<file path="src/rtl/uart_time_sender.sv">
// Snapshots hour/min/sec and sends "HH:MM:SS" plus end-of-line, one byte per start/busy handshake.
// Build macro UART_TIME_CRLF_EN inserts a CR (8'h0D) before the end-of-line byte.
module uart_time_sender #(
  parameter logic [7:0] SEP_CHAR = 8'h3A,
  parameter logic [7:0] EOL_CHAR = 8'h0A
) (
  input  logic       clk,
  input  logic       reset,
  input  logic       send_req,
  input  logic [4:0] hour,
  input  logic [5:0] min,
  input  logic [5:0] sec,
  input  logic       tx_busy,
  output logic       tx_start,
  output logic [7:0] tx_data,
  output logic       busy,
  output logic       done
);

  localparam logic [2:0] IDLE      = 3'd0;
  localparam logic [2:0] LOAD      = 3'd1;
  localparam logic [2:0] START     = 3'd2;
  localparam logic [2:0] WAIT_ACK  = 3'd3;
  localparam logic [2:0] WAIT_DONE = 3'd4;
  localparam logic [2:0] FINISH    = 3'd5;

`ifdef UART_TIME_CRLF_EN
  localparam logic [3:0] LAST_IDX = 4'd9;
`else
  localparam logic [3:0] LAST_IDX = 4'd8;
`endif

  logic [2:0] state;
  logic [3:0] idx;
  logic [4:0] snap_hour;
  logic [5:0] snap_min;
  logic [5:0] snap_sec;
  logic [7:0] h_tens, h_ones, m_tens, m_ones, s_tens, s_ones;
  logic [7:0] cur_byte;

  // Tens/ones split by comparison ladder; input is already clamped to 0..59.
  function automatic logic [15:0] to_ascii(input logic [5:0] v);
    logic [2:0] t;
    logic [5:0] r;
    if (v >= 6'd50) begin
      t = 3'd5; r = v - 6'd50;
    end else if (v >= 6'd40) begin
      t = 3'd4; r = v - 6'd40;
    end else if (v >= 6'd30) begin
      t = 3'd3; r = v - 6'd30;
    end else if (v >= 6'd20) begin
      t = 3'd2; r = v - 6'd20;
    end else if (v >= 6'd10) begin
      t = 3'd1; r = v - 6'd10;
    end else begin
      t = 3'd0; r = v;
    end
    return {8'h30 + {5'd0, t}, 8'h30 + {2'd0, r}};
  endfunction

  always_comb begin
    cur_byte = EOL_CHAR;
    case (idx)
      4'd0: cur_byte = h_tens;
      4'd1: cur_byte = h_ones;
      4'd2: cur_byte = SEP_CHAR;
      4'd3: cur_byte = m_tens;
      4'd4: cur_byte = m_ones;
      4'd5: cur_byte = SEP_CHAR;
      4'd6: cur_byte = s_tens;
      4'd7: cur_byte = s_ones;
`ifdef UART_TIME_CRLF_EN
      4'd8: cur_byte = 8'h0D;
`endif
      default: cur_byte = EOL_CHAR;
    endcase
  end

  always_ff @(posedge clk or posedge reset) begin
    if (reset) begin
      state     <= IDLE;
      idx       <= 4'd0;
      snap_hour <= 5'd0;
      snap_min  <= 6'd0;
      snap_sec  <= 6'd0;
      h_tens    <= 8'd0;
      h_ones    <= 8'd0;
      m_tens    <= 8'd0;
      m_ones    <= 8'd0;
      s_tens    <= 8'd0;
      s_ones    <= 8'd0;
      tx_start  <= 1'b0;
      tx_data   <= 8'd0;
    end else begin
      tx_start <= 1'b0;
      case (state)
        IDLE: begin
          if (send_req) begin
            snap_hour <= (hour > 5'd23) ? 5'd23 : hour;
            snap_min  <= (min > 6'd59) ? 6'd59 : min;
            snap_sec  <= (sec > 6'd59) ? 6'd59 : sec;
            state     <= LOAD;
          end
        end
        LOAD: begin
          {h_tens, h_ones} <= to_ascii({1'b0, snap_hour});
          {m_tens, m_ones} <= to_ascii(snap_min);
          {s_tens, s_ones} <= to_ascii(snap_sec);
          idx   <= 4'd0;
          state <= START;
        end
        START: begin
          // tx_data only ever changes here, so it is stable for the whole byte.
          if (!tx_busy) begin
            tx_start <= 1'b1;
            tx_data  <= cur_byte;
            state    <= WAIT_ACK;
          end
        end
        WAIT_ACK: begin
          if (tx_busy) state <= WAIT_DONE;
        end
        WAIT_DONE: begin
          if (!tx_busy) begin
            if (idx == LAST_IDX) begin
              state <= FINISH;
            end else begin
              idx   <= idx + 4'd1;
              state <= START;
            end
          end
        end
        FINISH:  state <= IDLE;
        default: state <= IDLE;
      endcase
    end
  end

  assign busy = (state != IDLE);
  assign done = (state == FINISH);

endmodule
</file>
<file path="config.mk">
export PLATFORM = sky130hd
export DESIGN_NAME = uart_time_sender
export DESIGN_NICKNAME = d
export VERILOG_FILES = /design/src/rtl/uart_time_sender.sv
export SDC_FILE = /design/constraint.sdc
export NUM_CORES = 1
export LEC_CHECK = 0
export BUFFER_PORTS_ARGS = -buffer_cell sky130_fd_sc_hd__clkbuf_2
export CORE_ASPECT_RATIO = 0.6
export CORE_UTILIZATION = 45
export CTS_CLUSTER_SIZE = 16
export DETAILED_ROUTE_END_ITERATION = 16
export SKIP_LAST_GASP = 1
export SYNTH_ARGS = -nofsm -noshare
export SYNTH_HDL_FRONTEND = slang
export SYNTH_SLANG_ARGS = --single-unit
</file>
<file path="constraint.sdc">
create_clock -name clk -period 3.86 [get_ports clk]
set_clock_uncertainty 0.15 [all_clocks]
set_input_delay 0.772 -clock clk [delete_from_list [all_inputs] [get_ports clk]]
set_output_delay 0.772 -clock clk [all_outputs]
set_load 0.02 [all_outputs]
</file>
==> results.toml <==
[status]
run_status = "complete, no violations"

[synthesis]
synth_nets = 553
ys_ff_latch = 62
synthesis.area_sq_um = 4340
yosysWarningCount = 0
syn_inst = 494
ys_seq_area_share_pct = 35.8
async_reset_ff_share_pct = 100
synth_cell_types = 67
syn_area_per_cell_sq_um = 8.78
synth_enable_flop_cells = 0
synth-main-ff-cell = "dfrtp_1"

[timing]
setup_viol = 0
maxSlewViolCount = 0
max-slew-margin-rel_pct = 28.7
rsz0062_at_grt = "no"
worst_pin_slew_ns = 1.07
fmax_mhz = 313
hold_violations = 0
hold_slack_ns = 0.317
fin_crit_sh_pct = 82.8
fin_crit_ns = 3.20
setup_tns_ns = 0

[floorplan]
die-area_sq_um = 10000
die_y_um = 78.1
start_util_pct = 46.9
rows = 27
die_w_um = 129
io_pins = 32
core_sq_um = 9260

[power]
p_leak_nw = 2.14
combPwrFrac_pct = 51.0
switching_power_mw = 1.99
seq_power_share_pct = 30.8
p_per_area_nw_per_um2 = 908
ir_drop_mv = 0.377
cellInternalPower_mw = 2.42
switching_share_pct = 45.1
p_clk_share_pct = 18.2

[clocking]
ctsHoldBuffers = 0
clk_pin_slew_ns = 0.05
postCtsSetupRepairBufs = 0
h-tree-depth = 3
cts-root-buf = "clkbuf_16"
cts_tree = "yes"
clock_sinks = 62
insertion_delay_ns = 0.32
cts_max_path_buffers = 2
cts_resized = 0
cts_inserted_buffers = 9

[setup_path]
worst-path-buf-inv = 1
ff2ff_setup_slack_ns = 0.66
crit_fanout = 15
worstPathArrival_ns = 3.27
cp_data_required_time_ns = 3.94
slowest_stage = "dfrtp_1"
cpPeakStageDelay_ns = 0.63
path_class = "reg -> reg"
crit_path_start_kind = "register"
r2r_end = "s_ones[5]"
r2r_cells = 9
cp_top_family = "compound AO/OA/AOI/OAI gates"
path_cells = "inv_1, ha_1, and3b_1, or4_4, a211o_1, a311oi_1, a311oi_1, ha_1, o21ai_0"
crit_path_end_kind = "register"
timing.rr.start = "snap_sec[3]"

[final_layout]
multiInputGateArea_sq_um = 2590
regArea_sq_um = 1550
drive_gt1_share_pct = 12.3
nFillCells = 878
final_common_cell = "nand2_1"
n_antenna_cell = 0
final_cell_mix = "68 x nand2_1, 62 x dfrtp_1, 38 x ha_1"
num-nets-final = 570
syn2layout_area_growth_pct = 11.9

[drt]
vias_per_cell = 5.92
num_vias = 3805
drt_iter0_drc = 422
detail-route-antenna-nets = 0
routed_wl_um = 10900
drc = 0
wire_per_inst_um = 17.0
first_pass_iters = 5

[global_routing]
overflow = 0
grt_antenna_before_repair = 0
grt_max_degree = 52
grt_usage_pct = 23.5
grt_pass1_vias = 3455
grt_pass1_wl_um = 18300

[worst_hold_path]
min_to = "s_tens[4]"
hp-start = "s_tens[4]"
whs_path_depth = 1
hold_path_class = "reg -> reg"

[place]
io_buffers = 30
routabilityCongestion = 1.03
dp_hpwl_um = 7970

[run]
maxCapViolations = 0
## through the flow
step           power, mW  setup slack [ns]  instances  instance area (sq um)  utilization, %
3_5_place_dp        3.56             0.706        630                   4560            49.2
4_1_cts             4.39             0.689        643                   4850            52.4
2_1_floorplan       2.99             0.884        494                   4340               -
6_report            4.41             0.663        643                   4850            52.4
3_3_place_gp        3.54             0.772        630                   4560            49.2
5_1_grt             4.79             0.500        643                   4850            52.4
## cell families (layout without fill, tap and decap cells)
group	Yosys count	after routing	share of synthesized area (%)
multiplexers	5	5	1.24
other	1	1	0.0864
adder cells (fa/ha/maj)	38	38	11.0
buffers and inverters	47	66	4.47
AND/OR/NAND/NOR	170	170	19.9
flip-flops	62	62	35.8
AO/OA/AOI/OAI	162	162	25.8
XOR/XNOR	9	9	1.82
## power by group through the flow
stage	clock network, mW	registers (mW)	logic (mW)
after global placement	0	1.35	2.19
after floorplan	0	1.17	1.82
after global routing	0.850	1.41	2.53
final	0.802	1.36	2.25
after CTS	0.820	1.35	2.22
after detailed placement	0	1.35	2.21
## layout make-up
class,count,area share (%)
tap,130,3.35
sequential,62,32.0
clock buffer,12,5.49
inverter,19,1.47
timing repair buffer,34,3.71
clock inverter,1,0.619
multi-input combinational,385,53.4
## worst max-delay path by stage
stage               cells past startpoint  slack, ns        start         to
finish                                  9       0.66  snap_sec[3]  s_ones[5]
global placement                        9       0.77  snap_sec[3]  s_ones[5]
detailed placement                      9       0.71  snap_sec[3]  s_ones[5]
CTS                                     9       0.69  snap_sec[3]  s_ones[5]
floorplan                              10       0.88  snap_sec[3]  s_ones[5]
global route                            9       0.50  snap_sec[3]  s_ones[5]
## sequential cells by signal, indices dropped and copies added, names as in the netlist
register and flops:
h_ones 7, m_ones 7, s_ones 7, tx_data 7, snap_min 6, snap_sec 6
snap_hour 5, idx 4, s_tens 4, m_tens 3, state 3, h_tens 2
tx_start 1
## synthesized netlist by cell type, types with 9 or more instances
cell type  count  area share, %
a21oi_1       34            3.9
dfrtp_1       62             36
o21ai_0       35            4.0
nand2_1       68            5.9
nor2_1        30            2.6
o31ai_1        9            1.6
a31oi_1       11            1.6
nand3_1       11            1.3
inv_1         19            1.6
clkbuf_1      23            2.0
ha_1          38             11
## routing by layer
layer	part of all wire (%)	global-route usage, %	up-vias
li1	-	-	1847
met1	53	36.7	1776
met2	39	32.1	172
met3	7.6	5.66	10
met4	0.62	4.82	0
met5	0	0	-
No activity file was read; power rests on OpenSTA's default activity.
